[src/rtl/keypad_time_loader_if.sv]
`default_nettype none
// ============================================================================
// Module      : keypad_time_loader_if
// Description : Keypad entry / load bundle between the keypad front end,
//               the time loader and the clock/alarm registers.
// Revision    : 1.0 - initial release
// ============================================================================
interface keypad_time_loader_if;
   logic [15:0] keypad_values;
   logic        shift_pulse;
   logic        set_time_btn;
   logic        set_alarm_btn;
   logic        clear_entry;
   logic [15:0] load_value;
   logic        load_time;
   logic        load_alarm;
   logic        entry_active;
   logic        entry_error;
   logic [2:0]  digit_count;

   // Driver side: keypad + buttons, observes the loader outputs
   modport master (
      output keypad_values, shift_pulse, set_time_btn, set_alarm_btn,
      input  clear_entry, load_value, load_time, load_alarm,
             entry_active, entry_error, digit_count
   );

   // Loader side
   modport slave (
      input  keypad_values, shift_pulse, set_time_btn, set_alarm_btn,
      output clear_entry, load_value, load_time, load_alarm,
             entry_active, entry_error, digit_count
   );
endinterface
`default_nettype wire

[src/rtl/keypad_time_loader.sv]
`default_nettype none
// ============================================================================
// Module      : keypad_time_loader
// Description : Sequences a "set time" / "set alarm" keypad entry, validates
//               the four BCD digits as 24-hour HH:MM and commits them with a
//               one-cycle load strobe.
// Revision    : 1.0 - initial release
// ============================================================================
module keypad_time_loader #(
   parameter int TIMEOUT_CYCLES  = 1000,
   parameter int ERR_HOLD_CYCLES = 8
) (
   input  wire                   clk,
   input  wire                   reset,
   keypad_time_loader_if.slave   bus
);

   localparam int c_TMO_W = $clog2(TIMEOUT_CYCLES + 1);
   localparam int c_ERR_W = $clog2(ERR_HOLD_CYCLES + 1);
   localparam logic [c_TMO_W-1:0] c_TMO_LAST   = c_TMO_W'(TIMEOUT_CYCLES);
   localparam logic [c_ERR_W-1:0] c_ERR_RELOAD = c_ERR_W'(ERR_HOLD_CYCLES - 1);

   typedef enum logic [2:0] {
      S_IDLE     = 3'd0,
      S_ENTRY    = 3'd1,
      S_VALIDATE = 3'd2,
      S_COMMIT   = 3'd3,
      S_ERROR    = 3'd4
   } state_t;

   state_t              r_state;
   logic [2:0]          r_sync_a;
   logic [2:0]          r_sync_b;
   logic [2:0]          r_prev;
   logic [c_TMO_W-1:0]  r_tmo;
   logic [c_ERR_W-1:0]  r_err_cnt;
   logic                r_target_alarm;
   logic                r_clear_entry;
   logic [15:0]         r_load_value;
   logic                r_load_time;
   logic                r_load_alarm;
   logic                r_entry_active;
   logic                r_entry_error;
   logic [2:0]          r_digit_count;

   logic [2:0]          w_edge;
   logic                w_shift_edge;
   logic                w_time_edge;
   logic                w_alarm_edge;
   logic [3:0]          w_h1, w_h0, w_m1, w_m0;
   logic                w_valid;

   // Bit order in the synchroniser vectors: {set_alarm, set_time, shift}
   assign w_edge       = r_sync_b & ~r_prev;
   assign w_shift_edge = w_edge[0];
   assign w_time_edge  = w_edge[1];
   assign w_alarm_edge = w_edge[2];

   // HH:MM check on the BCD buffer; hours tens <= 2 also covers the <= 9 rule
   assign w_h1    = bus.keypad_values[15:12];
   assign w_h0    = bus.keypad_values[11:8];
   assign w_m1    = bus.keypad_values[7:4];
   assign w_m0    = bus.keypad_values[3:0];
   assign w_valid = (w_h1 <= 4'd2) && (w_h0 <= 4'd9) && (w_m1 <= 4'd5) &&
                    (w_m0 <= 4'd9) && !((w_h1 == 4'd2) && (w_h0 > 4'd3));

   assign bus.clear_entry  = r_clear_entry;
   assign bus.load_value   = r_load_value;
   assign bus.load_time    = r_load_time;
   assign bus.load_alarm   = r_load_alarm;
   assign bus.entry_active = r_entry_active;
   assign bus.entry_error  = r_entry_error;
   assign bus.digit_count  = r_digit_count;

   // Two-flop synchronisers plus previous-value register for edge detection
   always_ff @(posedge clk) begin
      if (reset) begin
         r_sync_a <= 3'b000;
         r_sync_b <= 3'b000;
         r_prev   <= 3'b000;
      end else begin
         r_sync_a <= {bus.set_alarm_btn, bus.set_time_btn, bus.shift_pulse};
         r_sync_b <= r_sync_a;
         r_prev   <= r_sync_b;
      end
   end

   // Entry sequencer; all outputs are registered and set on the transition
   always_ff @(posedge clk) begin
      if (reset) begin
         r_state        <= S_IDLE;
         r_tmo          <= '0;
         r_err_cnt      <= '0;
         r_target_alarm <= 1'b0;
         r_clear_entry  <= 1'b0;
         r_load_value   <= 16'h0000;
         r_load_time    <= 1'b0;
         r_load_alarm   <= 1'b0;
         r_entry_active <= 1'b0;
         r_entry_error  <= 1'b0;
         r_digit_count  <= 3'd0;
      end else begin
         r_clear_entry <= 1'b0;
         r_load_time   <= 1'b0;
         r_load_alarm  <= 1'b0;
         case (r_state)
            S_IDLE: begin
               if (w_time_edge || w_alarm_edge) begin
                  r_target_alarm <= !w_time_edge;
                  r_clear_entry  <= 1'b1;
                  r_digit_count  <= 3'd0;
                  r_tmo          <= '0;
                  r_entry_active <= 1'b1;
                  r_state        <= S_ENTRY;
               end
            end
            S_ENTRY: begin
               if (w_time_edge || w_alarm_edge) begin
                  // A new button press restarts the entry and wins over a digit
                  r_target_alarm <= !w_time_edge;
                  r_clear_entry  <= 1'b1;
                  r_digit_count  <= 3'd0;
                  r_tmo          <= '0;
               end else if (w_shift_edge) begin
                  r_digit_count <= r_digit_count + 3'd1;
                  r_tmo         <= '0;
                  if (r_digit_count == 3'd3) begin
                     r_state <= S_VALIDATE;
                  end
               end else if (r_tmo == c_TMO_LAST) begin
                  // Abandoned entry: blank the buffer silently
                  r_clear_entry  <= 1'b1;
                  r_digit_count  <= 3'd0;
                  r_entry_active <= 1'b0;
                  r_state        <= S_IDLE;
               end else begin
                  r_tmo <= r_tmo + 1'b1;
               end
            end
            S_VALIDATE: begin
               r_clear_entry  <= 1'b1;
               r_digit_count  <= 3'd0;
               r_entry_active <= 1'b0;
               if (w_valid) begin
                  r_load_value <= bus.keypad_values;
                  r_load_time  <= !r_target_alarm;
                  r_load_alarm <= r_target_alarm;
                  r_state      <= S_COMMIT;
               end else begin
                  r_entry_error <= 1'b1;
                  r_err_cnt     <= c_ERR_RELOAD;
                  r_state       <= S_ERROR;
               end
            end
            S_COMMIT: begin
               r_state <= S_IDLE;
            end
            S_ERROR: begin
               // Button edges are deliberately ignored while the error is shown
               if (r_err_cnt == '0) begin
                  r_entry_error <= 1'b0;
                  r_state       <= S_IDLE;
               end else begin
                  r_err_cnt <= r_err_cnt - 1'b1;
               end
            end
            default: begin
               r_entry_active <= 1'b0;
               r_entry_error  <= 1'b0;
               r_digit_count  <= 3'd0;
               r_state        <= S_IDLE;
            end
         endcase
      end
   end

endmodule
`default_nettype wire
[src/flat_wrapper.sv]
// flat-port wrapper written by rule: the top's interface ports become plain ports
module keypad_time_loader_flat 
#(
   parameter int TIMEOUT_CYCLES  = 1000,
   parameter int ERR_HOLD_CYCLES = 8
)
  (clk, reset, bus_keypad_values, bus_shift_pulse, bus_set_time_btn, bus_set_alarm_btn, bus_clear_entry, bus_load_value, bus_load_time, bus_load_alarm, bus_entry_active, bus_entry_error, bus_digit_count);
  keypad_time_loader_if bus_i ();
  input  wire clk;
  input  wire reset;
  input wire logic [$bits(bus_i.keypad_values)-1:0] bus_keypad_values;
  input wire logic [$bits(bus_i.shift_pulse)-1:0] bus_shift_pulse;
  input wire logic [$bits(bus_i.set_time_btn)-1:0] bus_set_time_btn;
  input wire logic [$bits(bus_i.set_alarm_btn)-1:0] bus_set_alarm_btn;
  output wire logic [$bits(bus_i.clear_entry)-1:0] bus_clear_entry;
  output wire logic [$bits(bus_i.load_value)-1:0] bus_load_value;
  output wire logic [$bits(bus_i.load_time)-1:0] bus_load_time;
  output wire logic [$bits(bus_i.load_alarm)-1:0] bus_load_alarm;
  output wire logic [$bits(bus_i.entry_active)-1:0] bus_entry_active;
  output wire logic [$bits(bus_i.entry_error)-1:0] bus_entry_error;
  output wire logic [$bits(bus_i.digit_count)-1:0] bus_digit_count;
  assign bus_i.keypad_values = bus_keypad_values;
  assign bus_i.shift_pulse = bus_shift_pulse;
  assign bus_i.set_time_btn = bus_set_time_btn;
  assign bus_i.set_alarm_btn = bus_set_alarm_btn;
  assign bus_clear_entry = bus_i.clear_entry;
  assign bus_load_value = bus_i.load_value;
  assign bus_load_time = bus_i.load_time;
  assign bus_load_alarm = bus_i.load_alarm;
  assign bus_entry_active = bus_i.entry_active;
  assign bus_entry_error = bus_i.entry_error;
  assign bus_digit_count = bus_i.digit_count;
  keypad_time_loader #(.TIMEOUT_CYCLES(TIMEOUT_CYCLES), .ERR_HOLD_CYCLES(ERR_HOLD_CYCLES)) u_core (.clk(clk), .reset(reset), .bus(bus_i));
endmodule
[config.mk]
export PLATFORM = sky130hd
export DESIGN_NAME = keypad_time_loader_flat
export DESIGN_NICKNAME = d
export VERILOG_FILES = /design/src/rtl/keypad_time_loader_if.sv /design/src/rtl/keypad_time_loader.sv /design/src/flat_wrapper.sv
export SDC_FILE = /design/constraint.sdc
export NUM_CORES = 1
export LEC_CHECK = 0
export CAP_MARGIN = 0
export CORE_MARGIN = 3
export CORE_UTILIZATION = 45
export DETAILED_ROUTE_END_ITERATION = 6
export HOLD_SLACK_MARGIN = 0.15
export PLACE_DENSITY = 0.82
export REMOVE_ABC_BUFFERS = 1
export SYNTH_ARGS = -nofsm -noshare
export SYNTH_HDL_FRONTEND = slang
export SYNTH_SLANG_ARGS = --single-unit
[constraint.sdc]
create_clock -name clk -period 1.6 [get_ports clk]
set_clock_uncertainty 0.1 [all_clocks]
set_input_delay 0.32 -clock clk [delete_from_list [all_inputs] [get_ports clk]]
set_output_delay 0.32 -clock clk [all_outputs]
set_load 0.01 [all_outputs]
# Word level (Yosys, flattened, before mapping)
# Cells that the tools add are included.
[classes]
add_sub_neg = 3
mul = 0
div_mod_pow = 0
n_lt_le_gt_ge = 5
n_eq_ne = 18
n_shift = 0
mux = 33
bitwise_logic = 6
n_reduce_logical = 25
[ops]
columns = ["operator", "count"]
rows = [
  ["$mux W10", 4],
  ["$mux W3", 10],
  ["$pmux W10 S2", 1],
  ["$pmux W3 S4", 1],
  ["$reduce_and A3 Y1", 4],
  ["$add A10 B1 Y10 const B", 1],
  ["$eq A10 B10 Y1 const B", 1],
  ["$mux W1", 10],
  ["$reduce_and A5 Y1", 2],
  ["$eq A3 B2 Y1 const B", 3],
  ["$pmux W1 S3", 3],
  ["$pmux W3 S3", 1],
  ["$le A4 B4 Y1 const B", 2],
  ["$mux W4", 2],
  ["$ne A2 B2 Y1 const B", 4],
  ["$pmux W4 S2", 1],
  ["$ne A2 B1 Y1 const B", 3],
  ["$reduce_or A3 Y1", 2],
  ["$logic_and A1 B1 Y1", 5],
  ["$eq A4 B2 Y1 const B", 1],
  ["$gt A4 B2 Y1 const B", 1],
  ["$le A4 B2 Y1 const B", 1],
  ["$le A4 B3 Y1 const B", 1],
  ["$logic_not A4 Y1", 1],
  ["17 further kinds", 25],
]
[word_totals]
reg_bits = 51
latchBits = 0
mem_bits_rw = 0
mem_bits_ro = 0
out_inout_bits = 24
mem_count = 0

# Longest topological paths before layout
[depth]
word_depth = 7
ltp_mapped = 8
depth_no_buf = 7

# Worst setup path before layout
# Ideal clock, no wire load.
[synth_path]
path_type = "register to register"
start = "register u_core.r_digit_count[0], in the netlist u_core.bus.digit_count[0]"
end = "register u_core.r_state[0]"
setup_time_ps = 86
arrival_time_ps = 1582
required_ps = 1414
path_slack_ps = -167
stages_incl_launch_ff = 7
n_path_buf = 0
synth_period_minus_slack_ps = 1767
path_cell_list = "dfxtp_1 -> ha_1 -> ha_1 -> o2111a_1 -> o41ai_2 -> a2111oi_1 -> a211oi_1"
[synth_between]
elab_chain_cells = 3
[synth_lines]
columns = ["element", "line", "source"]
rows = [
  ["from (decl)", "keypad_time_loader.sv:44", "logic [2:0] r_digit_count;"],
  ["from (signal assigned)", "keypad_time_loader.sv:125", "r_digit_count <= r_digit_count + 3'd1;"],
  ["$eq A3 B2 Y1", "keypad_time_loader.sv:127", "if (r_digit_count == 3'd3) begin"],
  ["$ne A3 B3 Y1 (no source line)", "n/a", ""],
  ["$reduce_and A5 Y1 (no source line)", "n/a", ""],
  ["to (signal assigned)", "keypad_time_loader.sv:128", "r_state <= S_VALIDATE;"],
  ["to (signal assigned)", "keypad_time_loader.sv:135", "r_state <= S_IDLE;"],
  ["to (signal assigned)", "keypad_time_loader.sv:148", "r_state <= S_COMMIT;"],
  ["to (decl)", "keypad_time_loader.sv:31", "state_t r_state;"],
]
# Every way passes these cells.
# A chain may end at the register's enable or synchronous reset.

# Worst setup path after layout
[layout_path]
start = "register u_core.r_digit_count[1], in the netlist u_core.bus.digit_count[1]"
end = "register u_core.r_state[0]"
# The elaborated chain is that of the path after synthesis.

==> results.cfg <==
[worst_setup_path]
r2r_slack_ns = -0.22
r2r_end = u_core.r_state[0]$_SDFFE_PP0P_
critPathMostFrequentCell = ha_2
r2r_cells = 6
critical-path-top-delay-family = compound AO/OA/AOI/OAI gates
crit_fanout = 2
slowest_delay_ns = 0.33
end_kind = register
critPathSlowestCell = dfxtp_2
worstSetupPathType = register to register
worstPathCellList = ha_2 > ha_2 > o2111a_1 > o41ai_4 > a2111oi_2 > a211oi_1
critPathRequiredTime_ns = 1.71
critPathBufInv = 0
critPathLaunchType = register
cp.arrival_ns = 1.93
r2r_start = u_core.bus.digit_count[1]$_SDFFE_PP0P_

[worst_hold_path]
hold_end = u_core.bus.load_value[6]$_SDFFE_PP0N_
hold_start = bus_keypad_values[6]
min_path_type = input pin to register
hold_path_depth = 3

[finish]
fill_cells = 324
drive_above_1_share_pct = 39.2
stdcell_area_um2 = 3560
area_growth_pct = 57.8
final_cell_mix = 48 x buf_4, 44 x dfxtp_1, 27 x dlygate4sd2_1, 24 x nor2_1, 13 x mux2i_1
layout_commonest_cell = buf_4
nets = 362
antennaDiodeCount = 0
register_area_um2 = 1040
multi_input_area_um2 = 1450

[global_route]
antenna_found_initial = 0
grt_max_degree = 31
overflow = 0
gr-usage-all-layers_pct = 21.2
grt_pass1_vias = 2191
grt_pass1_wl_mm = 10.1

[detailed_routing]
first_pass_iters = 5
wl_mm = 6.67
drtAntennaViolNets = 0
via_per_inst = 5.63
drc = 0
first_iter_violations = 162
wire_per_inst_um = 16.5
vias = 2276

[timing]
fin_crit_sh_pct = 114
setup_slack_ns = -0.218
final-setup-viol-count = 14
post-route-min-period_ns = 1.82
final_max_slew_viol_count = 0
worstMarginPinSlew_ns = 0.432
hold_viol_final = 0
slew_headroom_pct = 71.0
grt_setup_unrepaired = yes
fmax_mhz = 550

[synth]
synthCells = 244
synth_flop_cell = dfxtp_1
ys_seq_area_share_pct = 45.3
synth_enable_flop_cells = 0
ys_warn_count = 0
postSynthAreaPerCell_um2 = 9.24
synth_area_um2 = 2250
synth_cell_types = 46
synthArstFlopShare_pct = 0
ys_seq_elements = 51

[clock_network]
clock_sinks = 51
h-tree-depth = 2
postCtsHoldBufs = 0
clk_pin_slew_ns = 0.10
numCtsBuffers = 5
cts_tree = built
clock_path_buffers = 2
clk_latency_ns = 0.32
cts_root_buffer = clkbuf_8

[placed_design]
place_ws_ns = -0.655
io_buffer_count = 44
gp_congestion = 0.860
dp_hpwl_mm = 3.96
place_area_um2 = 3070

[run]
max_cap_viol_count = 0

[pwr]
cellLeakagePower_nw = 1.45
vdd_drop_max_mv = 0.502
p_per_area_nw_per_um2 = 772
total_power_mw = 2.75

[floorplan]
die_y_um = 76.8
die_area_um2 = 5900
core_area_um2 = 4790
die_w_um = 76.8
start_util_pct = 47.1
num_rows = 25
io_pins = 45

[outcome]
status = complete, but fails checks
failed_checks = setup timing
==> worst register-to-register path, cell delays in order (launching register included) <==
cell and delay, ns:
dfxtp_2 0.33, ha_2 0.17, ha_2 0.18, o2111a_1 0.26, o41ai_4 0.30, a2111oi_2 0.08, a211oi_1 0.28
==> worst max path at each step <==
stage,start,end,cells after the start
3_5_place_dp,bus_keypad_values[11],u_core.bus.load_value[10]$_SDFFE_PP0N_,7
3_3_place_gp,bus_keypad_values[11],u_core.bus.load_value[9]$_SDFFE_PP0N_,7
4_1_cts,u_core.bus.digit_count[1]$_SDFFE_PP0P_,u_core.r_state[0]$_SDFFE_PP0P_,6
6_report,u_core.bus.digit_count[1]$_SDFFE_PP0P_,u_core.r_state[0]$_SDFFE_PP0P_,6
5_1_grt,u_core.bus.digit_count[1]$_SDFFE_PP0P_,u_core.r_state[0]$_SDFFE_PP0P_,6
2_1_floorplan,u_core.r_state[1]$_SDFFE_PP0P_,u_core.r_state[1]$_SDFFE_PP0P_,4
==> timing repair <==
action / 4_1_cts / 5_1_grt
setup buffers: 4 / 4
pin swaps: 21 / 19
endpoints found under the setup margin: 61 / 35
gates resized for setup: 86 / 52
cloned: 1 / 0
==> cell usage after synthesis, types with 5 or more instances <==
cell type   n  area share, %
inv_1       9            1.5
nor2_1     27            4.5
nor3_1      7            1.6
a21oi_1    18            4.0
a311oi_1    6            2.3
ha_1        5            2.8
and3_1      5            1.4
nand2b_1   10            2.8
nor3b_1     5            1.7
nand3_1     7            1.6
clkbuf_1    8            1.3
dfxtp_1    51             45
nand2_1    10            1.7
nor2b_1    10            2.8
mux2i_1    14            6.2
==> area by class of cell <==
cell class / count / area share (%)
inverters: 9 / 0.949
multi-input cells: 170 / 40.7
clock inverters: 2 / 0.985
flip-flops and latches: 51 / 29.1
well taps: 67 / 2.36
repair buffers: 99 / 23.5
clock buffers: 6 / 2.32
==> per-stage QoR <==
step	hold slack (ns)	util, %	cells	setup TNS [ns]
2_1_floorplan	0.289	-	229	-19.91
3_3_place_gp	0.319	64.2	387	-12.36
3_5_place_dp	0.322	64.2	387	-14.94
4_1_cts	0.177	69.3	400	-0.114
5_1_grt	0.199	74.4	404	-2.78
6_report	0.173	74.4	404	-0.574
==> logic make-up after synthesis <==
kind of cell / Yosys count / share of synthesized area (%)
adders and majority gates: 5 / 2.77
and+or+nand+nor: 94 / 22.9
muxes: 14 / 6.22
AOI/OAI and AO/OA: 56 / 17.8
DFF: 51 / 45.3
buffers and inverters: 24 / 5.10
==> state kept, by name, indices dropped and copies added, names as in the netlist <==
| signal | cells |
|---|---|
| u_core.r_tmo | 10 |
| u_core.bus.load_time | 1 |
| u_core.bus.clear_entry | 1 |
| u_core.r_sync_b | 3 |
| u_core.bus.entry_active | 1 |
| u_core.bus.entry_error | 1 |
| u_core.r_sync_a | 3 |
| u_core.r_state | 3 |
| u_core.r_err_cnt | 4 |
| u_core.r_prev | 3 |
| u_core.r_target_alarm | 1 |
| u_core.bus.load_alarm | 1 |
| u_core.bus.load_value | 16 |
| u_core.bus.digit_count | 3 |
==> power by group <==
part / leakage, nW / internal [mW] / switching (mW) / total, mW
registers: 0.417 / 1.29 / 0.0236 / 1.32
logic: 0.968 / 0.240 / 0.242 / 0.482
clock network: 0.0612 / 0.506 / 0.443 / 0.949
==> metal layers <==
| metal | wire (um) | GRT usage (%) | vias up |
|---|---|---|---|
| li1 | - | - | 1064 |
| met1 | 2610 | 24.8 | 1075 |
| met2 | 3340 | 37.2 | 112 |
| met3 | 534 | 6.46 | 25 |
| met4 | 184 | 6.34 | 0 |
| met5 | 0 | 0 | - |
Note: power is estimated with default switching activity, not from simulation.
